## src/rtl/parity_mem_sequencer.sv

```systemverilog
// Memory-cycle sequencer: arbitrates CPU / monitor requests, loads the S
// register, strobes memory, generates odd parity on writes and checks it on
// reads, and keeps sticky parity / timeout alarms with the first failing S.
module parity_mem_sequencer #(
  parameter int TIMEOUT = 15
) (
  input  logic        SIM_CLK,
  input  logic        SIM_RST,
  input  logic        REQ_CPU,
  input  logic [11:0] ADDR_CPU,
  input  logic        WR_CPU,
  input  logic [14:0] WDATA_CPU,
  input  logic        REQ_MON,
  input  logic [11:0] ADDR_MON,
  input  logic        WR_MON,
  input  logic [14:0] WDATA_MON,
  output logic        GNT_CPU,
  output logic        GNT_MON,
  output logic        DONE_CPU,
  output logic        DONE_MON,
  output logic [11:0] S_OUT,
  output logic        WSG,
  output logic        MEM_STB,
  output logic        MEM_WE,
  output logic [15:0] MEM_WDATA,
  input  logic [15:0] MEM_RDATA,
  input  logic        MEM_RDY,
  output logic [14:0] RDATA,
  output logic        PAR_ALARM,
  output logic        TOUT_ALARM,
  output logic [11:0] ALARM_ADDR,
  input  logic        ALARM_CLR
);

  localparam logic [7:0] LP_TIMEOUT = 8'(TIMEOUT);

  typedef enum logic [1:0] {IDLE, LOAD_S, STROBE, CHECK} state_t;

  state_t      r_state;
  state_t      w_next_state;

  logic        r_prio_mon;    // 1: monitor wins a tie on the next arbitration
  logic        r_owner_mon;   // requester of the cycle in flight
  logic [11:0] r_addr;
  logic        r_wr;
  logic [14:0] r_wdata;
  logic [11:0] r_s;
  logic [7:0]  r_cnt;
  logic [14:0] r_rdata;
  logic        r_par_alarm;
  logic        r_tout_alarm;
  logic [11:0] r_alarm_addr;

  logic        w_pick_cpu;
  logic        w_pick_mon;
  logic        w_grant;
  logic        w_strobe_end;
  logic        w_timeout;
  logic        w_par_err;
  logic        w_any_set;

  // Tie-break goes to the requester not served last.
  assign w_pick_cpu = REQ_CPU && (!REQ_MON || !r_prio_mon);
  assign w_pick_mon = REQ_MON && (!REQ_CPU ||  r_prio_mon);
  assign w_grant    = (r_state == IDLE) && (w_pick_cpu || w_pick_mon);

  // Strobe ends on MEM_RDY; a ready in the last allowed cycle still counts as ready.
  assign w_strobe_end = (r_state == STROBE) && (MEM_RDY || (r_cnt == LP_TIMEOUT));
  assign w_timeout    = (r_state == STROBE) && !MEM_RDY && (r_cnt == LP_TIMEOUT);
  // Odd parity over all 16 bits: an even XOR is an error.
  assign w_par_err    = w_strobe_end && !w_timeout && !r_wr && !(^MEM_RDATA);
  assign w_any_set    = w_par_err || w_timeout;

  assign S_OUT      = r_s;
  assign RDATA      = r_rdata;
  assign PAR_ALARM  = r_par_alarm;
  assign TOUT_ALARM = r_tout_alarm;
  assign ALARM_ADDR = r_alarm_addr;

  // State register.
  always_ff @(posedge SIM_CLK or posedge SIM_RST) begin
    if (SIM_RST) r_state <= IDLE;
    else         r_state <= w_next_state;
  end

  // Next-state logic.
  always_comb begin
    w_next_state = r_state;
    case (r_state)
      IDLE:    if (w_pick_cpu || w_pick_mon) w_next_state = LOAD_S;
      LOAD_S:  w_next_state = STROBE;
      STROBE:  if (w_strobe_end) w_next_state = CHECK;
      CHECK:   w_next_state = IDLE;
      default: w_next_state = IDLE;
    endcase
  end

  // Output decode; the grant is held off while reset is asserted.
  always_comb begin
    GNT_CPU   = 1'b0;
    GNT_MON   = 1'b0;
    DONE_CPU  = 1'b0;
    DONE_MON  = 1'b0;
    WSG       = 1'b0;
    MEM_STB   = 1'b0;
    MEM_WE    = 1'b0;
    MEM_WDATA = 16'h0000;
    case (r_state)
      IDLE: begin
        GNT_CPU = !SIM_RST && w_pick_cpu;
        GNT_MON = !SIM_RST && w_pick_mon;
      end
      LOAD_S: WSG = 1'b1;
      STROBE: begin
        MEM_STB   = 1'b1;
        MEM_WE    = r_wr;
        MEM_WDATA = {~^r_wdata, r_wdata};
      end
      CHECK: begin
        DONE_CPU = !r_owner_mon;
        DONE_MON = r_owner_mon;
      end
      default: ;
    endcase
  end

  // Request capture, S load, strobe counter and read data.
  always_ff @(posedge SIM_CLK or posedge SIM_RST) begin
    if (SIM_RST) begin
      r_prio_mon  <= 1'b0;
      r_owner_mon <= 1'b0;
      r_addr      <= '0;
      r_wr        <= 1'b0;
      r_wdata     <= '0;
      r_s         <= '0;
      r_cnt       <= '0;
      r_rdata     <= '0;
    end else begin
      if (w_grant) begin
        r_owner_mon <= w_pick_mon;
        r_prio_mon  <= w_pick_cpu;
        r_addr      <= w_pick_mon ? ADDR_MON  : ADDR_CPU;
        r_wr        <= w_pick_mon ? WR_MON    : WR_CPU;
        r_wdata     <= w_pick_mon ? WDATA_MON : WDATA_CPU;
      end
      if (r_state == LOAD_S) begin
        r_s   <= r_addr;
        r_cnt <= 8'd1;
      end else if ((r_state == STROBE) && !w_strobe_end) begin
        r_cnt <= r_cnt + 8'd1;
      end else begin
        r_cnt <= '0;
      end
      // Read data is valid from the DONE cycle; writes leave it untouched.
      if (w_strobe_end && !r_wr) begin
        r_rdata <= w_timeout ? 15'h0000 : MEM_RDATA[14:0];
      end
    end
  end

  // Sticky alarms: a new alarm beats a simultaneous clear, and ALARM_ADDR
  // only follows S when no earlier alarm is still standing.
  always_ff @(posedge SIM_CLK or posedge SIM_RST) begin
    if (SIM_RST) begin
      r_par_alarm  <= 1'b0;
      r_tout_alarm <= 1'b0;
      r_alarm_addr <= '0;
    end else if (w_any_set) begin
      if (ALARM_CLR || !(r_par_alarm || r_tout_alarm)) r_alarm_addr <= r_s;
      r_par_alarm  <= (r_par_alarm  && !ALARM_CLR) || w_par_err;
      r_tout_alarm <= (r_tout_alarm && !ALARM_CLR) || w_timeout;
    end else if (ALARM_CLR) begin
      r_par_alarm  <= 1'b0;
      r_tout_alarm <= 1'b0;
      r_alarm_addr <= '0;
    end
  end

endmodule

```

## config.mk

```make
export PLATFORM = sky130hd
export DESIGN_NAME = parity_mem_sequencer
export DESIGN_NICKNAME = d
export VERILOG_FILES = /design/src/rtl/parity_mem_sequencer.sv
export SDC_FILE = /design/constraint.sdc
export NUM_CORES = 1
export LEC_CHECK = 0
export CAP_MARGIN = 20
export CORE_MARGIN = 3
export CORE_UTILIZATION = 40
export DETAILED_ROUTE_END_ITERATION = 8
export PLACE_DENSITY = 0.73
export SLEW_MARGIN = 10
export SYNTH_ARGS = -nofsm -noshare
export SYNTH_HDL_FRONTEND = slang
export SYNTH_SLANG_ARGS = --single-unit
```

## constraint.sdc

```tcl
create_clock -name SIM_CLK -period 3.9 [get_ports SIM_CLK]
set_clock_uncertainty 0.1 [all_clocks]
set_input_delay 0.975 -clock SIM_CLK [delete_from_list [all_inputs] [get_ports SIM_CLK]]
set_output_delay 0.975 -clock SIM_CLK [all_outputs]
set_load 0.02 [all_outputs]
```

Word-level counts from Yosys, hierarchy flattened
Cells that the tools add are included.

storage, ports and cells
  flip-flop bits (word level) = 81
  bits in latches = 0
  RAM bits = 0
  memory bits (read-only) = 0
  bits of input ports = 78
  output and inout port bits = 64
  logic and storage cells = 85
  memories kept = 0

cells by class
  add/subtract/negate cells = 1
  multipliers = 0
  divide/modulo/power cells = 0
  $lt $le $gt $ge = 0
  eq/ne operators = 7
  shift operators = 0
  muxes and demuxes = 23
  bitwise operators = 0
  reductions and logical operators = 42

operators with widths
  operator               number
  $mux W12               4
  $mux W15               2
  $mux W16               1
  $mux W8                2
  $reduce_xor A16 Y1     1
  $logic_and A1 B1 Y1    15
  $reduce_xnor A15 Y1    1
  $logic_not A1 Y1       12
  $mux W1                11
  $logic_or A1 B1 Y1     9
  $add A8 B1 Y8 const B  1
  $eq A8 B4 Y1 const B   1
  $pmux W2 S4            1
  $eq A2 B2 Y1 const B   2
  $mux W2                2
  $ne A2 B1 Y1 const B   2
  $reduce_and A2 Y1      2
  $eq A2 B1 Y1 const B   1
  $logic_not A2 Y1       1
  $ne A2 B2 Y1 const B   1
  $reduce_bool A2 Y1     1

Depth between registers and ports, before layout
Gate-level depths: netlist of run 1.

  word-level depth = 10
  gate-level depth with buffers = 9
  gate-level depth less buffers = 7

Least setup slack after synthesis of run 1
OpenSTA, ideal clock, no wires.

  kind = in2out
  start point = input port REQ_CPU
  end point = output port GNT_MON
  arrival = 2.057 ns
  data required time = 2.825 ns
  slack = 0.768 ns
  stages = 5
  path buffers = 2
  cells stage by stage = inv_1 -> o21ai_0 -> buf_2 -> buf_2 -> nor3b_1

between the ends
  word-level cells in the longest chain between the ends = 5

RTL lines
  element              RTL line  source
  start: declaration   9         input logic REQ_CPU,
  $logic_not A1 Y1     64        assign w_pick_mon = REQ_MON && (!REQ_CPU || r_prio_mon);
  $logic_or A1 B1 Y1   64
  $logic_and A1 B1 Y1  64
  $logic_and A1 B1 Y1  111       GNT_MON = !SIM_RST && w_pick_mon;
  $mux W1              108       case (r_state)
  end: declaration     18        output logic GNT_MON,

Every way passes these cells.

Final worst setup path of run 1
Ends and elaborated chain as after synthesis.

==> out/qor.txt, run 1 <==
status - completed
TritonCTS clock tree - done
Clock Latency Late Sink - 0.34 ns
remaining global-route overflow - 0
crit path DAT - 2.57 ns
synth top area cells - dfrtp_1 51%, mux2i_1 7.1%, xnor2_1 6.4%
vias per cell - 4.96
Final period util - 93.5%
area fraction of the dominant cell type after synthesis - 51.2%
post-route ant nets - 0
initial core utilization - 42.1%
Sw Share - 38.2%
Die Y - 106 µm
worst-margin pin slew - 0.814 ns
P_int - 0.00254 W
core box area - 9420 µm²
Total GRT Usage - 17.3%
cell area after synthesis - 3960 µm²
via count - 3192
synthesized instance count - 371
total wire length - 9430 µm
synthesized flop and latch total - 81
Psw - 0.00156 W
RSZ-0062 raised after global routing - no
global placer's final weighted congestion - 0.782
share of power burned in registers - 34.6%
Clock power frac - 15.6%
Setup crit end kind - primary output
Data required, critical path - 2.82 ns
Finish-stage setup viols - 0
Syn. warnings - 0
post-CTS setup buffers - 0
wire per inst - 14.6 µm
TNS Setup - 0 ns
Lkg Pwr - 2.50 nW
worst-path maximum fanout - 6
Final nets - 594
share of cells above drive strength 1 - 8.93%
syn_nets - 455
area delta synth->final - 44.9%
largest net degree at the start of global routing - 57
Post-synth EDFFs - 0
vias in the first global route - 3153
Slew HR - 45.7%
Hold Buf Count CTS - 0
Clock Tree Buf Depth - 2
1st-iter DRT viols - 113
row count - 35
max-slew violations - 0
post-synth cell types - 36
Die Area - 11100 µm²
max-cap viol count - 0
htree depth - 3
Pwr Density - 714 nW/µm²
CTS Buf Count - 9
post_cts resized - 0
post-DP HPWL - 7200 µm
prevailing post-synth register cell - dfrtp_1
Final Hold Fails - 0
Logic pwr share - 49.8%
Crit Path Class - input pin to primary output
Period minus WS final - 3.65 ns
DRC - 0
Clock Sinks - 81
Clock transition at path regs - 0.08 ns
first-pass GRT wire length - 15600 µm
crit start category - input pin
fmax - 274 MHz
syn_area_per_cell - 10.7 µm²
drt first pass iters - 4
clk root buf - clkbuf_8
register area share after synthesis - 51.2%
worst vdd rail ir drop - 0.398 mV
Final Util - 61.0%
initial antenna violation count - 0
I/O pin total - 142
Port Buffers - 141
diode count - 0
cell taking the most area after synthesis - dfrtp_1
die width - 106 µm
ys async rst share - 100%
worst min-delay path class - flop to flop
## synth_stat cells (2+ instances only)
library cell	count
a22o_2	2
inv_1	6
nand2_1	57
nor3b_1	2
clkbuf_1	12
nor2_1	14
mux2i_1	28
a221o_1	10
o21ai_0	43
buf_4	2
and2_1	18
a221o_2	2
ha_1	6
xnor2_1	29
xor2_1	6
buf_2	3
a31oi_1	2
mux2_2	12
buf_1	2
nand3_1	4
a22o_1	14
nor2b_1	2
dfrtp_1	81
a21oi_1	2
## per-stage QoR
step / hold WS (ns) / worst slack, ns / power, W / cells / cell area, µm²
2_1_floorplan: 0.344 / 0.745 / 0.00267 / 371 / 3960
5_1_grt: 0.405 / 0.189 / 0.00439 / 644 / 5740
4_1_cts: 0.389 / 0.244 / 0.00416 / 644 / 5740
3_3_place_gp: 0.358 / 0.302 / 0.00345 / 628 / 5530
6_report: 0.385 / 0.255 / 0.00410 / 644 / 5740
3_5_place_dp: 0.369 / 0.245 / 0.00351 / 628 / 5530
## worst paths after layout
check	depth (start not counted)	start	slack (ns)	end
worst min register to register	2	r_addr[11]$_DFFE_PP0P_	0.38	r_addr[11]$_DFFE_PP0P_
max in group asynchronous	3	SIM_RST	1.99	RDATA[14]$_DFFE_PP0P_
worst max-delay path	5	REQ_CPU	0.25	GNT_MON
min in group asynchronous	2	SIM_RST	1.05	r_wdata[3]$_DFFE_PP0P_
worst min-delay path	2	r_addr[11]$_DFFE_PP0P_	0.38	r_addr[11]$_DFFE_PP0P_
worst max register to register	7	r_state[0]$_DFFE_PP0P_	1.30	ALARM_ADDR[10]$_DFFE_PP0P_
## logic make-up (layout without fill, tap and decap cells)
kind of cell,count (synthesis),count (layout),synth area share [%]
buf+inv,26,170,2.94
fa+ha+maj,6,6,1.90
compound gates,81,81,14.0
mux,40,40,10.5
simple gates,102,102,11.7
xor+xnor,35,35,7.74
flops,81,81,51.2
## placed cells by master (no fill, tap or decap), types with 2 or more instances in the layout
master	n
clkdlybuf4s50_1	141
dfrtp_1	81
nand2_1	57
o21ai_0	41
xnor2_1	29
mux2i_1	28
and2_1	18
nor2_1	14
a22o_1	14
mux2_2	12
a221o_1	10
clkbuf_8	10
xor2_1	6
ha_1	6
buf_4	6
inv_1	5
nand3_1	4
inv_6	3
o21ai_4	2
nor2b_1	2
nor3b_1	2
a221o_2	2
a22o_2	2
a21oi_1	2
a31oi_1	2
clkinv_4	2
## per-layer routing
metal / vias up / GRT usage [%] / routed length, µm
met5: - / 0 / 0
met4: 0 / 6.38 / 115
met3: 11 / 5.39 / 797
met2: 132 / 27.0 / 4170
met1: 1480 / 22.7 / 4340
li1: 1569 / - / -
## power groups by stage
stage / sequential (W) / clock [W] / combinational [W]
2_1_floorplan: 0.00156 / 0 / 0.00111
3_3_place_gp: 0.00142 / 0 / 0.00203
3_5_place_dp: 0.00144 / 0 / 0.00207
4_1_cts: 0.00142 / 0.000659 / 0.00208
5_1_grt: 0.00147 / 0.000689 / 0.00223
6_report: 0.00142 / 0.000640 / 0.00204
## worst max-delay path: stages
cell             delay (ns)
clkdlybuf4s50_1        0.53
inv_1                  0.16
o21ai_4                0.07
nor3b_1                0.20
clkdlybuf4s50_1        0.64
## sequential cells by signal, indices dropped and copies added, names as in the netlist
name	cells
ALARM_ADDR	12
PAR_ALARM	1
RDATA	15
S_OUT	12
TOUT_ALARM	1
r_addr	12
r_cnt	8
r_owner_mon	1
r_prio_mon	1
r_state	2
r_wdata	15
r_wr	1
## area by class of cell
| class | instances | area, µm² |
|---|---|---|
| sequential | 81 | 2030 |
| fill | 822 | 3680 |
| multi-input combinational | 264 | 1840 |
| tap | 129 | 161 |
| inverter | 6 | 23.8 |
| clock buffer | 10 | 138 |
| clock inverter | 6 | 73.8 |
| timing repair buffer | 148 | 1480 |
(Power assumes the default switching activity.)
==> inputs of run 2 (changes only) <==
--- a/config.mk
+++ b/config.mk
@@ -5,11 +5,12 @@
 export SDC_FILE = /design/constraint.sdc
 export NUM_CORES = 1
 export LEC_CHECK = 0
+export ABC_AREA = 1
 export CAP_MARGIN = 20
 export CORE_MARGIN = 3
 export CORE_UTILIZATION = 40
 export DETAILED_ROUTE_END_ITERATION = 8
-export PLACE_DENSITY = 0.73
+export PLACE_DENSITY = 0.72
 export SLEW_MARGIN = 10
 export SYNTH_ARGS = -nofsm -noshare
 export SYNTH_HDL_FRONTEND = slang
==> out/qor.txt, run 2 <==
post-route ant nets - 0 (unchanged)
Final Hold Fails - 0 (unchanged)
drt first pass iters - 4 (unchanged)
Crit-path slowest cell - clkdlybuf4s50_1 (unchanged)
cell taking the most area after synthesis - dfrtp_1 (unchanged)
crit-path max cell delay - 0.61 ns (was 0.64 ns)
synth top area cells - dfrtp_1 48%, nand2_1 17%, nand3_1 5.5% (was dfrtp_1 51%, mux2i_1 7.1%, xnor2_1 6.4%)
Final period util - 89.5% (was 93.5%)
vias per cell - 4.90 (was 4.96)
Clock Latency Late Sink - 0.35 ns (was 0.34 ns)
area fraction of the dominant cell type after synthesis - 48.1% (was 51.2%)
htree depth - 3 (unchanged)
Clock transition at path regs - 0.09 ns (was 0.08 ns)
Reg2Reg Depth - 9 (was 7)
area delta synth->final - 41.1% (was 44.9%)
Setup crit end kind - primary output (unchanged)
Finish-stage setup viols - 0 (unchanged)
commonest non-fill, non-tap cell in the layout - nand2_1 (was clkdlybuf4s50_1)
Clock Sinks - 81 (unchanged)
largest net degree at the start of global routing - 82 (was 57)
cell area after synthesis - 4210 µm² (was 3960 µm²)
Total GRT Usage - 19.5% (was 17.3%)
Crit Path Class - input pin to primary output (unchanged)
worst-margin pin slew - 0.772 ns (was 0.814 ns)
critical hold path startpoint - r_addr[4]$_DFFE_PP0P_ (was r_addr[11]$_DFFE_PP0P_)
Lkg Pwr - 2.88 nW (was 2.50 nW)
syn_nets - 639 (was 455)
Reg-to-Reg Start - r_state[0]$_DFFE_PP0P_ (unchanged)
share of cells above drive strength 1 - 4.47% (was 8.93%)
core box area - 10000 µm² (was 9420 µm²)
via count - 4054 (was 3192)
Crit path top cell by count - clkdlybuf4s50_1 (unchanged)
Data required, critical path - 2.82 ns (about the same)
Worst Setup SP - REQ_MON (was REQ_CPU)
Syn. warnings - 0 (unchanged)
die width - 109 µm (was 106 µm)
row count - 36 (was 35)
R2R setup slack - 1.72 ns (was 1.30 ns)
crit path cell chain - clkdlybuf4s50_1 -> nand2_1 -> nand3_1 -> nor2_1 -> clkdlybuf4s50_1 (was clkdlybuf4s50_1 -> inv_1 -> o21ai_4 -> nor3b_1 -> clkdlybuf4s50_1)
post_cts resized - 0 (unchanged)
CTS Buf Count - 9 (unchanged)
TritonCTS clock tree - done (unchanged)
worst vdd rail ir drop - 0.427 mV (was 0.398 mV)
total wire length - 11000 µm (was 9430 µm)
syn_area_per_cell - 7.59 µm² (was 10.7 µm²)
Die Y - 109 µm (was 106 µm)
r2r endpoint - ALARM_ADDR[9]$_DFFE_PP0P_ (was ALARM_ADDR[10]$_DFFE_PP0P_)
status - completed (unchanged)
wire per inst - 13.3 µm (was 14.6 µm)
synthesized flop and latch total - 81 (unchanged)
post-CTS setup buffers - 0 (unchanged)
vias in the first global route - 3945 (was 3153)
Final nets - 774 (was 594)
Clock Tree Buf Depth - 2 (unchanged)
Pwr Total - 0.00422 W (was 0.00410 W)
most frequent cell after synthesis - nand2_1 (was dfrtp_1)
Post-synth EDFFs - 0 (unchanged)
Period minus WS final - 3.49 ns (was 3.65 ns)
DRC - 0 (unchanged)
crit start category - input pin (unchanged)
post-synth cell types - 25 (was 36)
1st-iter DRT viols - 183 (was 113)
remaining global-route overflow - 0 (unchanged)
max-cap viol count - 0 (unchanged)
Hold Path Cell Cnt - 2 (unchanged)
TNS Setup - 0 ns (unchanged)
clk root buf - clkbuf_8 (unchanged)
Fillers - 927 (was 822)
Port Buffers - 141 (unchanged)
global placer's final weighted congestion - 0.858 (was 0.782)
initial antenna violation count - 0 (unchanged)
worst min-delay path class - flop to flop (unchanged)
register area share after synthesis - 48.1% (was 51.2%)
Slew HR - 48.3% (was 45.7%)
post-DP HPWL - 8250 µm (was 7200 µm)
I/O pin total - 142 (unchanged)
RSZ-0062 raised after global routing - no (unchanged)
fmax - 287 MHz (was 274 MHz)
diode count - 0 (unchanged)
most frequent cells in the layout - 192 x nand2_1, 141 x clkdlybuf4s50_1, 81 x dfrtp_1 (was 141 x clkdlybuf4s50_1, 81 x dfrtp_1, 57 x nand2_1)
initial core utilization - 42.1% (about the same)
Hold Path Sink - S_OUT[4]$_DFFE_PP0P_ (was r_addr[11]$_DFFE_PP0P_)
top post-synthesis cells by count - 193 x nand2_1, 81 x dfrtp_1, 49 x inv_1 (was 81 x dfrtp_1, 57 x nand2_1, 43 x o21ai_0)
Die Area - 11800 µm² (was 11100 µm²)
Pwr Density - 709 nW/µm² (was 714 nW/µm²)
first-pass GRT wire length - 18400 µm (was 15600 µm)
Hold Buf Count CTS - 0 (unchanged)
synthesized instance count - 555 (was 371)
max-slew violations - 0 (unchanged)
crit path DAT - 2.41 ns (was 2.57 ns)
ys async rst share - 100% (unchanged)
worst-path maximum fanout - 4 (was 6)
prevailing post-synth register cell - dfrtp_1 (unchanged)
[run 2: how the worst max path moves through the flow]
stage | endpoint | depth (start not counted)
finish | GNT_CPU | 5
global route | GNT_CPU | 5
detailed placement | GNT_CPU | 5
floorplan | ALARM_ADDR[0]$_DFFE_PP0P_ | 1
CTS | GNT_CPU | 5
global placement | GNT_CPU | 5
[run 2: per-stage QoR]
stage | utilization [%] | hold slack (ns) | instances | setup WS [ns] | instance area (µm²)
after global routing | 59.4 | 0.428 | 827 | 0.270 | 5940
final | 59.4 | 0.393 | 827 | 0.410 | 5940
after floorplan | - | 0.347 | 555 | 0.745 | 4210
after detailed placement | 57.6 | 0.376 | 812 | 0.413 | 5760
after CTS | 59.4 | 0.398 | 827 | 0.399 | 5940
after global placement | 57.6 | 0.364 | 812 | 0.450 | 5760
[run 2: logic make-up after synthesis]
kind of cell	share of synthesized area, %
adders and majority gates	1.78
AOI/OAI and AO/OA	10.8
buffers and inverters	7.30
DFF	48.1
xor gates and xnor gates	3.53
and+or+nand+nor	28.4
[run 2: power by group]
| part | internal [W] | switching [W] |
|---|---|---|
| sequential | 0.00117 | 0.000252 |
| clock | 0.000291 | 0.000305 |
| combinational | 0.000985 | 0.00121 |
| total | 0.00245 | 0.00177 |
[run 2: per-layer routing]
layer	global-route usage (%)	wire length, µm	share of wire (%)	vias up
li1	-	-	-	2055
met1	24.7	4820	44	1882
met2	32.6	5440	49	109
met3	5.74	685	6.2	8
met4	5.14	82	0.74	0
met5	0	0	0	-
[run 2: final cells by class]
class / count / area (µm²) / area share (%)
Sequential cell: 81 / 2030 / 34.1
Timing Repair Buffer: 150 / 1490 / 25.1
Clock buffer: 10 / 128 / 2.15
Inverter: 51 / 193 / 3.24
Tap cell: 133 / 166 / 2.80
Multi-Input combinational cell: 397 / 1880 / 31.7
Clock inverter: 5 / 57.6 / 0.968
[run 2: critical path, delay by kind of cell]
family	cells	cell delay, ns
AND/OR/NAND/NOR	3	0.36
buffers and inverters	2	1.07
==> inputs of run 3 (changes only) <==
--- a/config.mk
+++ b/config.mk
@@ -6,8 +6,7 @@
 export NUM_CORES = 1
 export LEC_CHECK = 0
 export ABC_AREA = 1
-export CAP_MARGIN = 20
-export CORE_MARGIN = 3
+export CAP_MARGIN = 0
 export CORE_UTILIZATION = 40
 export DETAILED_ROUTE_END_ITERATION = 8
 export PLACE_DENSITY = 0.72
==> out/qor.txt, run 3 (same netlist as run 2, synthesis figures left out) <==
largest net degree at the start of global routing - 58 (was 82)
post-route ant nets - 0 (unchanged)
final instance area - 5980 µm² (was 5940 µm²)
status - completed (unchanged)
drt first pass iters - 4 (unchanged)
crit path DAT - 2.41 ns (about the same)
row count - 37 (was 36)
commonest non-fill, non-tap cell in the layout - nand2_1 (unchanged)
Die Y - 105 µm (was 109 µm)
worst-path maximum fanout - 4 (unchanged)
diode count - 0 (unchanged)
final cell count without fillers - 831 (was 827)
core box area - 10300 µm² (was 10000 µm²)
CTS Buf Count - 9 (unchanged)
Clock transition at path regs - 0.09 ns (about the same)
most frequent cells in the layout - 192 x nand2_1, 141 x clkdlybuf4s50_1, 81 x dfrtp_1 (unchanged)
Clock Latency Late Sink - 0.35 ns (about the same)
I/O pin total - 142 (unchanged)
Data required, critical path - 2.82 ns (about the same)
max-cap viol count - 0 (unchanged)
remaining global-route overflow - 0 (unchanged)
global placer's final weighted congestion - 0.801 (was 0.858)
Final nets - 774 (unchanged)
via count - 4110 (was 4054)
post-DP HPWL - 8280 µm (was 8250 µm)
initial core utilization - 41.0% (was 42.1%)
worst vdd rail ir drop - 0.520 mV (was 0.427 mV)
post_cts resized - 0 (unchanged)
Finish-stage setup viols - 0 (unchanged)
Total GRT Usage - 20.7% (was 19.5%)
Final period util - 89.3% (was 89.5%)
DRC - 0 (unchanged)
Setup crit end kind - primary output (unchanged)
Pwr Density - 725 nW/µm² (was 709 nW/µm²)
die width - 105 µm (was 109 µm)
TNS Setup - 0 ns (unchanged)
Fillers - 957 (was 927)
Clock Sinks - 81 (unchanged)
worst-margin pin slew - 0.927 ns (was 0.772 ns)
1st-iter DRT viols - 159 (was 183)
worst min-delay path class - flop to flop (unchanged)
wire per inst - 13.3 µm (about the same)
Clock Tree Buf Depth - 2 (unchanged)
Lkg Pwr - 2.91 nW (was 2.88 nW)
crit start category - input pin (unchanged)
placed instance area - 5750 µm² (was 5760 µm²)
Port Buffers - 141 (unchanged)
clk root buf - clkbuf_8 (unchanged)
area delta synth->final - 41.9% (was 41.1%)
share of cells above drive strength 1 - 4.75% (was 4.47%)
Period minus WS final - 3.48 ns (was 3.49 ns)
fmax - 287 MHz (about the same)
placed insts - 815 (was 812)
post-CTS setup buffers - 0 (unchanged)
max-slew violations - 0 (unchanged)
vias in the first global route - 4101 (was 3945)
RSZ-0062 raised after global routing - no (unchanged)
Die Area - 10900 µm² (was 11800 µm²)
total wire length - 11100 µm (was 11000 µm)
TritonCTS clock tree - done (unchanged)
initial antenna violation count - 0 (unchanged)
vias per cell - 4.95 (was 4.90)
Slew HR - 38.0% (was 48.3%)
Final Hold Fails - 0 (unchanged)
htree depth - 3 (unchanged)
Crit Path Class - input pin to primary output (unchanged)
first-pass GRT wire length - 18500 µm (was 18400 µm)
Hold Buf Count CTS - 0 (unchanged)
run 3: path summary, 6_finish.rpt:
check / from / end / slack (ns) / cells after the start
hold reg to reg: r_addr[4]$_DFFE_PP0P_ / S_OUT[4]$_DFFE_PP0P_ / 0.39 / 2
setup reg to reg: r_state[0]$_DFFE_PP0P_ / ALARM_ADDR[1]$_DFFE_PP0P_ / 1.49 / 10
max in group asynchronous: SIM_RST / r_wdata[7]$_DFFE_PP0P_ / 1.98 / 3
min in group asynchronous: SIM_RST / r_prio_mon$_DFFE_PP0P_ / 0.98 / 2
hold / removal: r_addr[4]$_DFFE_PP0P_ / S_OUT[4]$_DFFE_PP0P_ / 0.39 / 2
setup / recovery: REQ_MON / GNT_CPU / 0.42 / 5
run 3: worst max-delay path: stages:
cell and delay, ns:
clkdlybuf4s50_1 0.46, nand2_1 0.09, nand3_1 0.14, nor2_1 0.13, clkdlybuf4s50_1 0.61
run 3: cell type report:
cell class / count / area [µm²] / share of cell area, %
flip-flops and latches: 81 / 2030 / 33.9
repair buffers: 150 / 1480 / 24.7
well taps: 136 / 170 / 2.85
clock inverters: 7 / 106 / 1.78
multi-input cells: 397 / 1880 / 31.5
inverters: 51 / 193 / 3.22
clock buffers: 9 / 124 / 2.07
run 3: metrics by stage:
stage                     hold WS [ns]  worst slack, ns  power, W  utilization (%)
final                            0.388            0.418   0.00434             58.2
after global placement           0.363            0.465   0.00359             56.0
after CTS                        0.390            0.396   0.00438             58.2
after floorplan                  0.347            0.745   0.00272                -
after detailed placement         0.368            0.414   0.00365             56.0
after global routing             0.416            0.349   0.00465             58.2
run 3: report_power, final:
group / switching (W) / internal, W / total [W]
clock network: 0.000338 / 0.000373 / 0.000711
registers: 0.000244 / 0.00117 / 0.00142
logic: 0.00122 / 0.000984 / 0.00221
total: 0.00181 / 0.00253 / 0.00434
run 3: metal layers:
layer,vias up,wire length (µm),track usage [%]
met1,1914,4590,23.3
li1,2050,-,-
met5,-,0,0
met3,26,557,4.49
met2,120,5560,37.7
met4,0,345,8.65
